**src/rtl/cpu_obi_mux_pkg.sv**
```systemverilog
// Shared types and defaults for the multi-hart OBI aggregator.
package cpu_obi_mux_pkg;

  localparam int unsigned NumCpuCores       = 2;
  localparam int unsigned CpuMaxOutstanding = 2;

  typedef struct packed {
    logic        req;
    logic [31:0] addr;
    logic        we;
    logic [3:0]  be;
    logic [31:0] wdata;
  } obi_req_t;

  typedef struct packed {
    logic        gnt;
    logic        rvalid;
    logic [31:0] rdata;
  } obi_resp_t;

  typedef enum logic {
    ARB_OPEN,
    ARB_LOCKED
  } arb_state_e;

  function automatic int unsigned wrap_inc(input int unsigned v, input int unsigned n);
    return (v + 1 >= n) ? 0 : v + 1;
  endfunction

endpackage

```
**src/rtl/cpu_obi_mux_idfifo.sv**
```systemverilog
// In-order ID FIFO recording which hart owns each outstanding bus transaction.
module cpu_obi_mux_idfifo
  import cpu_obi_mux_pkg::*;
#(
  parameter int unsigned WIDTH = 1,
  parameter int unsigned DEPTH = 2,
  localparam int unsigned CNT_W = $clog2(DEPTH + 1)
) (
  input  logic             clk,
  input  logic             rst_n,
  input  logic             push,
  input  logic             pop,
  input  logic [WIDTH-1:0] wdata,
  output logic             full,
  output logic             empty,
  output logic [WIDTH-1:0] head,
  output logic [CNT_W-1:0] count
);

  localparam int unsigned PTR_W = (DEPTH > 1) ? $clog2(DEPTH) : 1;

  logic [WIDTH-1:0] mem [DEPTH];
  logic [PTR_W-1:0] rd_ptr;
  logic [PTR_W-1:0] wr_ptr;
  logic [CNT_W-1:0] cnt;
  logic             do_push;
  logic             do_pop;

  assign full    = (cnt == CNT_W'(DEPTH));
  assign empty   = (cnt == '0);
  assign head    = mem[rd_ptr];
  assign count   = cnt;
  assign do_pop  = pop & ~empty;
  // A pop frees the slot the same cycle, so push is accepted even when full.
  assign do_push = push & (~full | do_pop);

  always_ff @(posedge clk) begin
    if (do_push) mem[wr_ptr] <= wdata;
  end

  always_ff @(posedge clk or negedge rst_n) begin
    if (!rst_n) begin
      rd_ptr <= '0;
      wr_ptr <= '0;
      cnt    <= '0;
    end else begin
      if (do_push) wr_ptr <= PTR_W'(wrap_inc(32'(wr_ptr), DEPTH));
      if (do_pop)  rd_ptr <= PTR_W'(wrap_inc(32'(rd_ptr), DEPTH));
      case ({do_push, do_pop})
        2'b10:   cnt <= cnt + 1'b1;
        2'b01:   cnt <= cnt - 1'b1;
        default: cnt <= cnt;
      endcase
    end
  end

endmodule

```
**src/rtl/cpu_obi_mux.sv**
```systemverilog
// Merges NUM_CORES hart OBI ports onto one bus master and routes in-order responses back.
// CPU_OBI_MUX_FIXED_PRIO_EN: fixed lowest-index priority instead of round-robin.
module cpu_obi_mux
  import cpu_obi_mux_pkg::*;
#(
  parameter int unsigned NUM_CORES       = NumCpuCores,
  parameter int unsigned MAX_OUTSTANDING = CpuMaxOutstanding
) (
  input  logic                      clk_i,
  input  logic                      rst_ni,
  input  obi_req_t  [NUM_CORES-1:0] core_req_i,
  output obi_resp_t [NUM_CORES-1:0] core_resp_o,
  output obi_req_t                  bus_req_o,
  input  obi_resp_t                 bus_resp_i
);

  localparam int unsigned IDX_W = $clog2(NUM_CORES > 1 ? NUM_CORES : 2);
  localparam int unsigned CNT_W = $clog2(MAX_OUTSTANDING + 1);

  arb_state_e       state_q, state_d;
  logic [IDX_W-1:0] lock_idx_q, lock_idx_d;
  logic [IDX_W-1:0] arb_idx;
  logic             arb_found;
  logic [IDX_W-1:0] sel;
  logic             winner;
  logic             present;
  logic             handshake;
  logic             pop;
  logic             fifo_full;
  logic             fifo_empty;
  logic [IDX_W-1:0] head;
  logic [CNT_W-1:0] fifo_count;

`ifdef CPU_OBI_MUX_FIXED_PRIO_EN
  always_comb begin
    arb_idx   = '0;
    arb_found = 1'b0;
    for (int unsigned i = 0; i < NUM_CORES; i++) begin
      if (!arb_found && core_req_i[IDX_W'(i)].req) begin
        arb_found = 1'b1;
        arb_idx   = IDX_W'(i);
      end
    end
  end
`else
  logic [IDX_W-1:0] rr_q;
  int unsigned      cand;

  always_comb begin
    arb_idx   = rr_q;
    arb_found = 1'b0;
    cand      = 0;
    for (int unsigned i = 0; i < NUM_CORES; i++) begin
      cand = 32'(rr_q) + i;
      if (cand >= NUM_CORES) cand = cand - NUM_CORES;
      if (!arb_found && core_req_i[IDX_W'(cand)].req) begin
        arb_found = 1'b1;
        arb_idx   = IDX_W'(cand);
      end
    end
  end

  always_ff @(posedge clk_i or negedge rst_ni) begin
    if (!rst_ni)        rr_q <= '0;
    else if (handshake) rr_q <= IDX_W'(wrap_inc(32'(sel), NUM_CORES));
  end
`endif

  // A presented but ungranted request pins the selection so it is never retracted.
  always_comb begin
    if (state_q == ARB_LOCKED) begin
      sel    = lock_idx_q;
      winner = core_req_i[lock_idx_q].req;
    end else begin
      sel    = arb_idx;
      winner = arb_found;
    end
  end

  assign present   = winner & ~fifo_full;
  assign handshake = present & bus_resp_i.gnt;
  assign pop       = bus_resp_i.rvalid & ~fifo_empty;

  always_comb begin
    state_d    = state_q;
    lock_idx_d = lock_idx_q;
    if (present && !bus_resp_i.gnt) begin
      state_d    = ARB_LOCKED;
      lock_idx_d = sel;
    end else if (handshake) begin
      state_d = ARB_OPEN;
    end
  end

  always_ff @(posedge clk_i or negedge rst_ni) begin
    if (!rst_ni) begin
      state_q    <= ARB_OPEN;
      lock_idx_q <= '0;
    end else begin
      state_q    <= state_d;
      lock_idx_q <= lock_idx_d;
    end
  end

  always_comb begin
    bus_req_o = present ? core_req_i[sel] : '0;
  end

  always_comb begin
    core_resp_o          = '0;
    core_resp_o[sel].gnt = handshake;
    if (pop) begin
      core_resp_o[head].rvalid = 1'b1;
      core_resp_o[head].rdata  = bus_resp_i.rdata;
    end
  end

  cpu_obi_mux_idfifo #(
    .WIDTH (IDX_W),
    .DEPTH (MAX_OUTSTANDING)
  ) u_idfifo (
    .clk   (clk_i),
    .rst_n (rst_ni),
    .push  (handshake),
    .pop   (pop),
    .wdata (sel),
    .full  (fifo_full),
    .empty (fifo_empty),
    .head  (head),
    .count (fifo_count)
  );

  a_req_stable : assert property (@(posedge clk_i) disable iff (!rst_ni)
    (bus_req_o.req && !bus_resp_i.gnt) |=> $stable(bus_req_o));

  a_count_bound : assert property (@(posedge clk_i) disable iff (!rst_ni)
    32'(fifo_count) <= MAX_OUTSTANDING);

  a_no_orphan_rvalid : assert property (@(posedge clk_i) disable iff (!rst_ni)
    !(bus_resp_i.rvalid && fifo_empty));

endmodule

```
**config.mk**
```make
export PLATFORM = sky130hd
export DESIGN_NAME = cpu_obi_mux
export DESIGN_NICKNAME = d
export VERILOG_FILES = /design/src/rtl/cpu_obi_mux_pkg.sv /design/src/rtl/cpu_obi_mux_idfifo.sv /design/src/rtl/cpu_obi_mux.sv
export SDC_FILE = /design/constraint.sdc
export NUM_CORES = 1
export LEC_CHECK = 0
export ABC_CLOCK_PERIOD_IN_PS = 5550
export CORE_AREA = 5 5 118 120
export DETAILED_ROUTE_END_ITERATION = 6
export DIE_AREA = 0 0 123 125
export GPL_ROUTABILITY_DRIVEN = 0
export GPL_TIMING_DRIVEN = 0
export PLACE_DENSITY = 0.69
export REMOVE_ABC_BUFFERS = 1
export SLEW_MARGIN = 10
export SYNTH_ARGS = -nofsm -noshare
export SYNTH_HDL_FRONTEND = slang
export SYNTH_SLANG_ARGS = --single-unit
export TNS_END_PERCENT = 5
```
**constraint.sdc**
```tcl
create_clock -name clk_i -period 5.55 [get_ports clk_i]
set_input_delay 1.11 -clock clk_i [delete_from_list [all_inputs] [get_ports clk_i]]
set_output_delay 1.11 -clock clk_i [all_outputs]
set_load 0.02 [all_outputs]
```
==> qor.csv <==
stage,metric,value,unit
yosys,synth warn,0,
critical_path,r2r startpoint,state_q$_DFFE_PN0P_,
drt,Vias/cell,4.673,
yosys,Post-Synth XOR/XNOR Area,0.02043,
floorplan,num rows,42,
yosys,area share of fa/ha/maj cells after synthesis,0.005838,
hold_path,min-delay worst type,reg -> reg,
clock_network,Root Driver,clkbuf_16,
global_route,GRT Overall Usage,0.1589,
critical_path,Critical Path Fanout Max,70,
critical_path,Critical path origin,core_req_i[69],
cells_and_area,Antenna diodes,0,
critical_path,CP cell instances,"clkdlybuf4s50_1, a21bo_1, a21oi_2, nand2b_4, inv_2, nand2_2, a21oi_1, clkdlybuf4s50_1",
yosys,simple-gate portion of the synthesized area,0.3929,
clock_network,H-tree levels,1,
critical_path,Crit. End Element,output port,
timing,period utilization,0.8770,
drt,DR pass1 iterations,4,
clock_network,register clock-pin slew on the reported worst setup and hold paths,0.04,ns
global_route,met2 Use GR,0.3094,
critical_path,Worst path top cell family by delay,buffers and inverters,
power_and_ir_drop,Psw,1.296,mW
placement,dpl hpwl,10850,um
power_and_ir_drop,clock share of power,0.050,
cells_and_area,"commonest non-fill, non-tap cell in the layout",clkdlybuf4s50_1,
power_and_ir_drop,VDD IR-drop max,0.0002848,V
yosys,multiplexer share of the synthesized area,0.009924,
global_route,global-route met3 utilization,0.05014,
drt,antenna-violating nets left,0,
critical_path,CP most frequent cell,clkdlybuf4s50_1,
yosys,register area share after synthesis,0.1097,
critical_path,worst path bufs/invs,3,
power_and_ir_drop,total power,2.461,mW
timing,Max Slew Vio Count,0,
cells_and_area,share of cells above drive strength 1,0.02955,
clock_network,Inserted Clock Buffers,3,
clock_network,CTS tree,yes,
timing,Fin. Hold Viols,0,
floorplan,Die H,125,um
timing,crit path time final,4.868,ns
global_route,vias in the first global route,3869,
power_and_ir_drop,pwr dens,446.6,nW/um^2
clock_network,worst skew pair latency,0.23,ns
global_route,global-route wire length before repair,20060,um
drt,Initial DRC Count,181,
clock_network,PostCTS Resize Cnt,0,
drt,routed vias,3827,
hold_path,worst hold start,u_idfifo.count[1]$_DFFE_PN0P_,
floorplan,die width,123,um
yosys,post-synthesis cell type count,31,
floorplan,Core ar.,12870,sq um
cells_and_area,"Area growth, synth to finish",157.1,%
drt,DRC Markers,0,
power_and_ir_drop,Internal,1.165,mW
timing,max frequency,205.4,MHz
timing,final setup violating endpoints,0,
yosys,#FFs+latches synth,9,
flow_run,maxcap violations,0,
critical_path,Worst setup SP type,input pin,
timing,max_slew headroom,0.3820,
power_and_ir_drop,Sw Ratio,0.5267,
yosys,Synth Area in Compound Gates,0.3608,
clock_network,CTS sink cnt,9,
critical_path,peak per-stage delay on the critical path,0.62,ns
yosys,Mean Syn Cell Area,5.904,sq um
global_route,global route total overflow,0,
clock_network,postcts setup bufs,0,
critical_path,Crit Path Class,in -> out,
timing,worst slew pin tran,0.9260,ns
clock_network,# hold bufs at CTS,0,
cells_and_area,"commonest cells after routing, fill and taps aside","clkdlybuf4s50_1, a21oi_1, nand3_1",
global_route,met1 usage,0.1671,
floorplan,Initial Utilization,0.1665,
yosys,combinational family with the most area after synthesis,simple AND/OR/NAND/NOR gates,
power_and_ir_drop,sequential power share,0.056,
timing,RSZ-0062 raised after global routing,false,
critical_path,WP data arrival,3.76,ns
cells_and_area,Nets,821,
floorplan,# IOs,314,
floorplan,Die Area,15380,sq um
placement,I/O Buffers,313,
global_route,initial antenna violation count,0,
timing,Post-Route Skew,0.0006776,ns
yosys,Post-Syn Instances,363,
global_route,largest net degree at the start of global routing,71,
critical_path,Crit-path slowest cell,clkdlybuf4s50_1,
clock_network,Max Root-Sink Buffers,2,
critical_path,Worst Path Required,4.44,ns
power_and_ir_drop,Combinational Power Share,0.894,
run_status,status,"complete, no violations",
global_route,gr busiest metal,met2,
drt,Total Routed Length,13550,um
cells_and_area,fin util,0.4280,
drt,WL per Instance,16.54,um
power_and_ir_drop,leak pwr,1.997,nW
yosys,"Cell Area, Synth",2143,sq um
-- cells in the mapped netlist --
cell / n / share of area
a21oi_1: 72 / 0.17
xnor2_1: 4 / 0.016
nor2b_1: 2 / 0.0058
mux2i_1: 1 / 0.0047
nand2b_1: 2 / 0.0058
a21oi_2: 1 / 0.0041
a31oi_1: 1 / 0.0029
clkbuf_1: 28 / 0.049
and3_1: 1 / 0.0029
inv_1: 3 / 0.0053
nand3_1: 69 / 0.16
inv_2: 1 / 0.0017
nor3b_1: 1 / 0.0035
ha_1: 1 / 0.0058
nor2_1: 6 / 0.011
a21bo_1: 1 / 0.0047
nand2_2: 1 / 0.0029
and2b_1: 1 / 0.0035
o21ai_1: 11 / 0.026
buf_6: 4 / 0.021
dfrtp_1: 7 / 0.082
buf_2: 10 / 0.023
o211a_4: 1 / 0.0082
nand2_1: 4 / 0.0070
mux2_2: 1 / 0.0053
edfxtp_1: 2 / 0.028
o21ai_0: 59 / 0.14
o211ai_2: 1 / 0.0058
xor2_1: 1 / 0.0041
and2_1: 65 / 0.19
o21a_1: 1 / 0.0035
-- final cells by class --
class	instances	area, sq um
clock buffer	4	78.83
fill	1294	7365
inverter	4	15.01
multi-input combinational	308	1718
sequential	9	235.2
tap	176	220.2
timing repair buffer	318	3243
-- power by group through the flow --
stage          clock (mW)  combinational, mW  sequential, mW
2_1_floorplan           0               1.13           0.127
3_3_place_gp            0               2.13           0.131
3_5_place_dp            0               2.20           0.136
4_1_cts             0.126               2.22           0.137
5_1_grt             0.133               2.36           0.143
6_report            0.124               2.20           0.137
-- worst register-to-register path: stages, from the launching register on --
cell      delay, ns
dfrtp_1        0.44
a21bo_1        0.24
a21oi_2        0.25
nand2b_4       0.46
inv_2          0.27
nand2_2        0.13
ha_1           0.32
nor2_1         0.15
xor2_1         0.15
-- routing by layer --
layer	wire length, um	up-vias
met5	0	-
met4	127	0
met3	1567	10
met2	7051	218
met1	4801	1758
li1	-	1841
-- logic make-up (layout without fill, tap and decap cells) --
group / after synthesis / in the layout
multiplexers: 2 / 2
buffers and inverters: 46 / 326
AND/OR/NAND/NOR: 152 / 152
AO/OA/AOI/OAI: 148 / 148
flip-flops: 9 / 9
XOR/XNOR: 5 / 5
adder cells (fa/ha/maj): 1 / 1
-- state kept, by name (all words and copies together) (netlist names) --
register / count
lock_idx_q: 1
rr_q: 1
state_q: 1
u_idfifo.count: 2
u_idfifo.mem: 2
u_idfifo.rd_ptr: 1
u_idfifo.wr_ptr: 1
-- final timing paths --
| check | end | slack (ns) | depth (start not counted) |
|---|---|---|---|
| worst max-delay path | core_resp_o[67] | 0.68 | 8 |
| worst min-delay path | u_idfifo.count[1]$_DFFE_PN0P_ | 0.49 | 1 |
| worst max register to register | u_idfifo.count[1]$_DFFE_PN0P_ | 3.07 | 8 |
| worst min register to register | u_idfifo.count[1]$_DFFE_PN0P_ | 0.49 | 1 |
| max in group asynchronous | u_idfifo.wr_ptr$_DFFE_PN0P_ | 4.16 | 1 |
| min in group asynchronous | state_q$_DFFE_PN0P_ | 1.15 | 1 |
-- per-stage QoR --
stage	std cells	hold WS, ns	instance area, sq um	setup WS (ns)	TNS, ns
2_1_floorplan	321	0.4574	1943	1.075	0
4_1_cts	819	0.4904	5510	0.6611	0
5_1_grt	819	0.5060	5510	0.5133	0
6_report	819	0.4866	5510	0.6824	0
3_3_place_gp	810	0.4761	5296	-0.8971	-48.04
3_5_place_dp	815	0.4836	5431	0.6781	0
No activity file was read; power rests on OpenSTA's default activity.
